==> config.mk <==
export PLATFORM = sky130hd
export DESIGN_NAME = spi_slave_rx_mode0
export DESIGN_NICKNAME = d
export VERILOG_FILES = /design/src/rtl/spi_pkg.sv /design/src/rtl/spi_sync_edge.sv /design/src/rtl/spi_slave_rx_mode0.sv
export SDC_FILE = /design/constraint.sdc
export NUM_CORES = 1
export LEC_CHECK = 0
export BUFFER_PORTS_ARGS = -buffer_cell sky130_fd_sc_hd__clkbuf_2
export CORE_MARGIN = 2
export CORE_UTILIZATION = 25
export CTS_BUF_LIST = sky130_fd_sc_hd__clkbuf_8
export DETAILED_ROUTE_END_ITERATION = 7
export SETUP_SLACK_MARGIN = 0.4
export SYNTH_ARGS = -nofsm -noshare
export SYNTH_HDL_FRONTEND = slang
export SYNTH_SLANG_ARGS = --single-unit
==> constraint.sdc <==
create_clock -name In_clk -period 3.5 [get_ports In_clk]
set_clock_uncertainty 0.15 [all_clocks]
set_input_delay 0.35 -clock In_clk [delete_from_list [all_inputs] [get_ports In_clk]]
set_output_delay 0.35 -clock In_clk [all_outputs]
set_load 0.02 [all_outputs]
==> src/rtl/spi_pkg.sv <==
// Shared SPI definitions: mode constants, default word width and the link
// state enumeration used by both ends of the mode-0 SPI link.
package spi_pkg;

    localparam logic SPI_CPOL           = 1'b0;
    localparam logic SPI_CPHA           = 1'b0;
    localparam int   SPI_DATA_WIDTH_DEF = 8;

    typedef enum logic {
        ST_IDLE  = 1'b0,
        ST_SHIFT = 1'b1
    } spi_state_e;

endpackage

==> src/rtl/spi_sync_edge.sv <==
// Multi-flop synchroniser for one asynchronous input, with an extra
// registered copy of the synchronised level used to produce single-cycle
// rise/fall pulses.
module spi_sync_edge #(
    parameter int   STAGES  = 2,
    parameter logic RST_VAL = 1'b0
) (
    input  logic clk_i,
    input  logic rst_n_i,
    input  logic d_i,
    output logic q_o,
    output logic rise_o,
    output logic fall_o
);

    logic [STAGES-1:0] sync_q;
    logic              prev_q;

    // Shift the raw input through the synchroniser chain and keep one delayed copy.
    always_ff @(posedge clk_i or negedge rst_n_i) begin
        if (!rst_n_i) begin
            sync_q <= {STAGES{RST_VAL}};
            prev_q <= RST_VAL;
        end else begin
            sync_q <= {sync_q[STAGES-2:0], d_i};
            prev_q <= sync_q[STAGES-1];
        end
    end

    assign q_o    = sync_q[STAGES-1];
    assign rise_o = sync_q[STAGES-1] & ~prev_q;
    assign fall_o = ~sync_q[STAGES-1] & prev_q;

endmodule

==> src/rtl/spi_slave_rx_mode0.sv <==
// SPI mode-0 slave receiver: oversamples CS/SCLK/MOSI on the system clock,
// shifts MOSI in MSB-first on SCLK rising edges and reports each complete
// word, the end of each CS frame and frames cut short mid-word.
module spi_slave_rx_mode0
    import spi_pkg::*;
#(
    parameter int DATA_WIDTH  = SPI_DATA_WIDTH_DEF,
    parameter int SYNC_STAGES = 2
) (
    input  logic                  In_clk,
    input  logic                  In_rst_n,
    input  logic                  In_spi_cs_n,
    input  logic                  In_spi_sclk,
    input  logic                  In_spi_mosi,
    output logic [DATA_WIDTH-1:0] Out_rx_data,
    output logic                  Out_rx_valid,
    output logic                  Out_rx_first,
    output logic                  Out_frame_end,
    output logic                  Out_frag_err
);

    localparam int               CNT_W    = (DATA_WIDTH > 2) ? $clog2(DATA_WIDTH) : 1;
    localparam logic [CNT_W-1:0] CNT_LAST = CNT_W'(DATA_WIDTH - 1);
    localparam logic [CNT_W-1:0] CNT_ZERO = {CNT_W{1'b0}};

    logic cs_sync_s;
    logic cs_rise_s;
    logic unused_cs_fall;
    logic sclk_rise_s;
    logic unused_sclk_level;
    logic unused_sclk_fall;
    logic mosi_sync_s;

    logic [SYNC_STAGES-1:0] mosi_sync_q;

    spi_state_e            state_q;
    logic [DATA_WIDTH-1:0] shift_q;
    logic [DATA_WIDTH-1:0] shift_d;
    logic [CNT_W-1:0]      cnt_q;
    logic [CNT_W-1:0]      cnt_d;
    logic                  last_bit_s;
    logic                  first_q;

    // Events decided by the FSM, turned into output pulses one cycle later.
    logic evt_done_q;
    logic evt_first_q;
    logic evt_end_q;
    logic evt_frag_q;

    logic [DATA_WIDTH-1:0] rx_data_q;
    logic                  rx_valid_q;
    logic                  rx_first_q;
    logic                  frame_end_q;
    logic                  frag_err_q;

    spi_sync_edge #(.STAGES(SYNC_STAGES), .RST_VAL(1'b1)) u_cs_sync (
        .clk_i   (In_clk),
        .rst_n_i (In_rst_n),
        .d_i     (In_spi_cs_n),
        .q_o     (cs_sync_s),
        .rise_o  (cs_rise_s),
        .fall_o  (unused_cs_fall)
    );

    spi_sync_edge #(.STAGES(SYNC_STAGES), .RST_VAL(1'b0)) u_sclk_sync (
        .clk_i   (In_clk),
        .rst_n_i (In_rst_n),
        .d_i     (In_spi_sclk),
        .q_o     (unused_sclk_level),
        .rise_o  (sclk_rise_s),
        .fall_o  (unused_sclk_fall)
    );

    // MOSI synchroniser, same depth as CS/SCLK so data lines up with the edge pulse.
    always_ff @(posedge In_clk or negedge In_rst_n) begin
        if (!In_rst_n) begin
            mosi_sync_q <= {SYNC_STAGES{1'b0}};
        end else begin
            mosi_sync_q <= {mosi_sync_q[SYNC_STAGES-2:0], In_spi_mosi};
        end
    end

    assign mosi_sync_s = mosi_sync_q[SYNC_STAGES-1];

    // Next shift-register contents and bit counter for an SCLK rising edge.
    always_comb begin
        last_bit_s = (cnt_q == CNT_LAST);
        shift_d    = {shift_q[DATA_WIDTH-2:0], mosi_sync_s};
        if (sclk_rise_s) begin
            if (last_bit_s) begin
                cnt_d = CNT_ZERO;
            end else begin
                cnt_d = cnt_q + 1'b1;
            end
        end else begin
            cnt_d = cnt_q;
        end
    end

    // Frame FSM: shifts bits in while CS is low and flags word/frame events.
    always_ff @(posedge In_clk or negedge In_rst_n) begin
        if (!In_rst_n) begin
            state_q     <= ST_IDLE;
            shift_q     <= {DATA_WIDTH{1'b0}};
            cnt_q       <= CNT_ZERO;
            first_q     <= 1'b1;
            evt_done_q  <= 1'b0;
            evt_first_q <= 1'b0;
            evt_end_q   <= 1'b0;
            evt_frag_q  <= 1'b0;
        end else begin
            evt_done_q  <= 1'b0;
            evt_first_q <= 1'b0;
            evt_end_q   <= 1'b0;
            evt_frag_q  <= 1'b0;
            case (state_q)
                ST_IDLE: begin
                    cnt_q   <= CNT_ZERO;
                    first_q <= 1'b1;
                    if (!cs_sync_s) begin
                        state_q <= ST_SHIFT;
                    end else begin
                        state_q <= ST_IDLE;
                    end
                end
                ST_SHIFT: begin
                    cnt_q <= cnt_d;
                    if (sclk_rise_s) begin
                        shift_q <= shift_d;
                        if (last_bit_s) begin
                            evt_done_q  <= 1'b1;
                            evt_first_q <= first_q;
                            first_q     <= 1'b0;
                        end else begin
                            first_q <= first_q;
                        end
                    end else begin
                        shift_q <= shift_q;
                    end
                    // A word finishing on the same cycle as CS rise is complete, not a fragment.
                    if (cs_rise_s) begin
                        state_q    <= ST_IDLE;
                        evt_end_q  <= 1'b1;
                        evt_frag_q <= (cnt_d != CNT_ZERO);
                    end else begin
                        state_q <= ST_SHIFT;
                    end
                end
                default: begin
                    state_q <= ST_IDLE;
                end
            endcase
        end
    end

    // Registered outputs: publish the completed word and the frame pulses.
    always_ff @(posedge In_clk or negedge In_rst_n) begin
        if (!In_rst_n) begin
            rx_data_q   <= {DATA_WIDTH{1'b0}};
            rx_valid_q  <= 1'b0;
            rx_first_q  <= 1'b0;
            frame_end_q <= 1'b0;
            frag_err_q  <= 1'b0;
        end else begin
            if (evt_done_q) begin
                rx_data_q <= shift_q;
            end else begin
                rx_data_q <= rx_data_q;
            end
            rx_valid_q  <= evt_done_q;
            rx_first_q  <= evt_done_q & evt_first_q;
            frame_end_q <= evt_end_q;
            frag_err_q  <= evt_frag_q;
        end
    end

    assign Out_rx_data   = rx_data_q;
    assign Out_rx_valid  = rx_valid_q;
    assign Out_rx_first  = rx_first_q;
    assign Out_frame_end = frame_end_q;
    assign Out_frag_err  = frag_err_q;

endmodule

* After elaboration in Yosys (flattened, before gate mapping)
Cells that the tools add are included.
Storage, ports and cells: register bits after elaboration 37, bits in latches 0, bits in writable memories 0, ROM bits 0, bits of input ports 5, output and inout port bits 12, logic and storage cells 50, memories 0
Cells by class: add/sub/neg operators 1, multipliers 0, divide/modulo/power cells 0, $lt $le $gt $ge 0, equal/unequal tests 3, shift operators 0, multiplexer cells 19, bitwise operators 6, reduce and logical (&&, ||, !) cells 3
Operator list (count):
- 1-bit 2-to-1 mux | 14
- 3-bit 2-to-1 mux | 2
- 3-bit case mux with 2 select lines | 1
- 1-bit case mux with 2 select lines | 2
- 2-bit AND reduction | 2
- 3-bit by 1-bit adder with 3-bit output, second input constant | 1
- 1-bit AND | 3
- 3-bit == test, second input constant | 1
- 1-bit NOT | 3
- 3-bit nonzero test | 1
- 2-bit by 1-bit inequality test with 1-bit output, second input constant | 1
- 2-bit inequality test, second input constant | 1

* Longest topological paths before layout
depth in word-level cells 6, depth in mapped cells 5, gate-level depth less buffers 5

* By module
A second synthesis with hierarchy kept.
Second synthesis, totals: cell total of the unflattened synthesis 81, area total of the unflattened synthesis 1308.8 um2
Modules (own cells, without submodules):
- spi_slave_rx_mode0 | times used 1, cells each 71, area each 1124.8 um2
- spi_sync_edge (u_cs_sync) | times used 1, cells each 5, area each 93.8 um2
- spi_sync_edge (u_sclk_sync) | times used 1, cells each 5, area each 90.1 um2

* Least setup slack after synthesis
OpenSTA, ideal clock, no wires.
path type reg2reg, from register cnt_q[0], to register evt_frag_q, setup time 0.128 ns, arrival time 1.172 ns, slack 2.050 ns, stages on the path, launching flop included 5, buffers on the path 0, period minus slack after synthesis 1.450 ns, path through dfrtp_1 ha_1 ha_1 nor4_1 nor4_1
Between the ends: cells in the longest elaborated chain, start to end 6, elaborated cells on any way between the ends 7
RTL lines:
- start, declared | line spi_slave_rx_mode0.sv:39 | logic [CNT_W-1:0] cnt_q;
- start signal, assigned | line spi_slave_rx_mode0.sv:127 | cnt_q <= cnt_d;
- 3-bit by 1-bit adder with 3-bit output / 3-bit == test (equally long branches) | line spi_slave_rx_mode0.sv:93, spi_slave_rx_mode0.sv:87
- 3-bit 2-to-1 mux | line spi_slave_rx_mode0.sv:90 | if (last_bit_s) begin
- 3-bit 2-to-1 mux * | line spi_slave_rx_mode0.sv:89 | if (sclk_rise_s) begin
- 3-bit nonzero test * | line spi_slave_rx_mode0.sv:144 | evt_frag_q <= (cnt_d != CNT_ZERO);
- 1-bit 2-to-1 mux * | line spi_slave_rx_mode0.sv:141 | if (cs_rise_s) begin
- 1-bit 2-to-1 mux * | line spi_slave_rx_mode0.sv:116 | case (state_q)
- end signal, assigned | line spi_slave_rx_mode0.sv:144
- end, declared | line spi_slave_rx_mode0.sv:48 | logic evt_frag_q;
Every way passes the cells marked *; elsewhere a longest branch is shown, timed or not. A chain may end at the register's enable or synchronous reset.

* Worst setup path after layout
Ends and elaborated chain as after synthesis.

==> reports/qor.txt <==
Pleak - 0.778 nW
Mapped Cells - 83
Via density - 3.82
Ports - 17
TritonCTS clock tree - yes
mean routed wirelength per cell - 10.6 um
Layout Nets - 114
Synth Register Bits - 37
CTS root buf - clkbuf_8
Worst Hold Class - in2async
die height - 75.9 um
synth top area cells - dfrtp_1 (64%), mux2_2 (14%), dfstp_2 (8.1%)
Max VDD drop - 0.188 mV
CTS max path bufs - 2
Post-synth EDFFs - 0
area of the die - 5770 um^2
Final Setup Violations - 0
period utilization - 45.9%
Netlist cell types - 17
Final Power - 0.949 mW
clock latency at the later pin of the worst-skew pair - 0.28 ns
RSZ-0062 raised after global routing - false
f_max - 0.623 GHz
n_diodes - 0
crit path launch type - register
worst-margin pin slew - 0.867 ns
initial core utilization - 25.7%
die outline width - 75.9 um
ys async rst share - 100%
largest net degree at the start of global routing - 38
Detailed Route WL - 1890 um
total CTS buffers - 5
Post-synth top cells - dfrtp_1 (33), mux2_2 (16), nand2_1 (10)
R2R Setup Slk - 1.89 ns
area fraction of the dominant cell type after synthesis - 63.8%
# clock sinks - 37
DRC - 0
Max-Cap Viols - 0
Hold Vio Cnt, Final - 0
first-pass GRT wire length - 3440 um
antenna violations before repair - 0
CTS clk-pin slew, worst paths - 0.07 ns
vias in the first global route - 749
crit path DAT - 1.61 ns
total negative slack - 0 ns
hpwl dp - 1320 um
H-tree lvl count - 2
crit end category - register
First DRT Iteration DRCs - 28
status - complete, no violations
worst r2r src - cnt_q[0]
FF-to-FF path depth - 4
GP Congestion - 0.679
power per cell area - 594 nW/um^2
total gr overflow - 0
Final Max Tran Viols - 0
Seq/Total Area, Yosys - 72.0%
top-count cell post-synth - dfrtp_1
top_reg_cell synth - dfrtp_1
Final ANT Viol Nets - 0
Slew HR - 42.2%
Worst Path Class, Setup - reg2reg
worst reg2reg endpoint - evt_frag_q
Post-CTS Resized - 0
synth warn - 0
port buffer count - 16
GRT Util Overall - 7.88%
Core Area - 5040 um^2
Avg Inst Size Synth - 15.6 um^2
drt pass-1 iters - 4
FP Rows - 26
share of cells above drive strength 1 - 42.6%
Worst Path Required - 3.51 ns
Area Overhead vs Synth - 23.5%
mapped cell area - 1290 um^2
post-layout min period - 1.61 ns
post-synth top area cell - dfrtp_1
Vias - 680
crit path max fanout - 4
syn_nets - 90
[layer usage]
| layer | vias to the layer above | share of wire [%] | GRT usage, % |
|---|---|---|---|
| met4 | 0 | 1.8 | 5.45 |
| met1 | 333 | 41 | 8.29 |
| li1 | 329 | - | - |
| met2 | 16 | 52 | 12.6 |
| met3 | 2 | 5.8 | 3.57 |
| met5 | - | 0 | 0 |
[flip-flops by register name, summed over array words and instances (netlist names), 2 cells and up]
name and flops:
shift_q 8, cnt_q 3, mosi_sync_q 2, u_cs_sync.sync_q 2
u_sclk_sync.sync_q 2, Out_rx_data 8
[worst max-delay path, stage by stage, from the launching register on]
cell and delay, ns:
dfrtp_1 0.41, ha_1 0.21, ha_1 0.30, nor4_1 0.32
nor4_1 0.09
[area by class of cell]
| class | instances | area [um^2] |
|---|---|---|
| clock buffers | 6 | 82.6 |
| clock inverters | 2 | 33.8 |
| fillers | 509 | 3440 |
| inverters | 1 | 3.75 |
| multi-input cells | 43 | 349 |
| flip-flops and latches | 37 | 931 |
| well taps | 70 | 87.6 |
| repair buffers | 19 | 110 |
[logic make-up after synthesis]
group                      after synthesis  synth area share, %
DFF                                     37                 72.0
and+or+nand+nor                         21                 8.99
AOI/OAI and AO/OA                        4                 2.13
adders and majority gates                2                 1.93
buffers and inverters                    3                 1.06
muxes                                   16                 13.9
[power by group]
group,internal (mW),switching [mW],total (mW)
combinational,0.0427,0.0286,0.0713
clock,0.229,0.137,0.366
sequential,0.480,0.0321,0.512
[placed cells by master, fill, tap and decap left out, types with 2 or more instances in the layout]
cell	instances
a21boi_0	3
and2_1	2
clkbuf_2	16
clkbuf_8	6
dfrtp_1	33
dfstp_2	4
dlygate4sd3_1	3
ha_1	2
inv_1	2
mux2_2	16
nand2_1	10
nor2_1	2
nor4_1	3
[timing repair]
action	4_1_cts	5_1_grt
hold endpoints to repair	1	2
hold buffers	1	2
endpoints found under the setup margin	0	0
buffers inserted	0	0
[per-stage QoR]
step | hold slack, ns | cells | util (%) | area (um^2) | setup WS [ns]
global route | 0.0849 | 178 | 31.7 | 1600 | 1.88
floorplan | -0.0956 | 83 | - | 1290 | 2.05
finish | 0.0201 | 178 | 31.7 | 1600 | 1.89
CTS | 0.00806 | 176 | 31.3 | 1580 | 1.92
global placement | 0.183 | 167 | 28.8 | 1450 | 2.02
detailed placement | 0.186 | 167 | 28.8 | 1450 | 1.93
[worst max path at each step]
stage	from	to	slack, ns
2_1_floorplan	cnt_q[0]	evt_frag_q	2.05
3_3_place_gp	cnt_q[0]	evt_frag_q	2.02
3_5_place_dp	cnt_q[0]	evt_frag_q	1.93
4_1_cts	cnt_q[0]	evt_frag_q	1.92
5_1_grt	cnt_q[0]	evt_frag_q	1.88
6_report	cnt_q[0]	evt_frag_q	1.89
No activity file was read; power rests on OpenSTA's default activity.
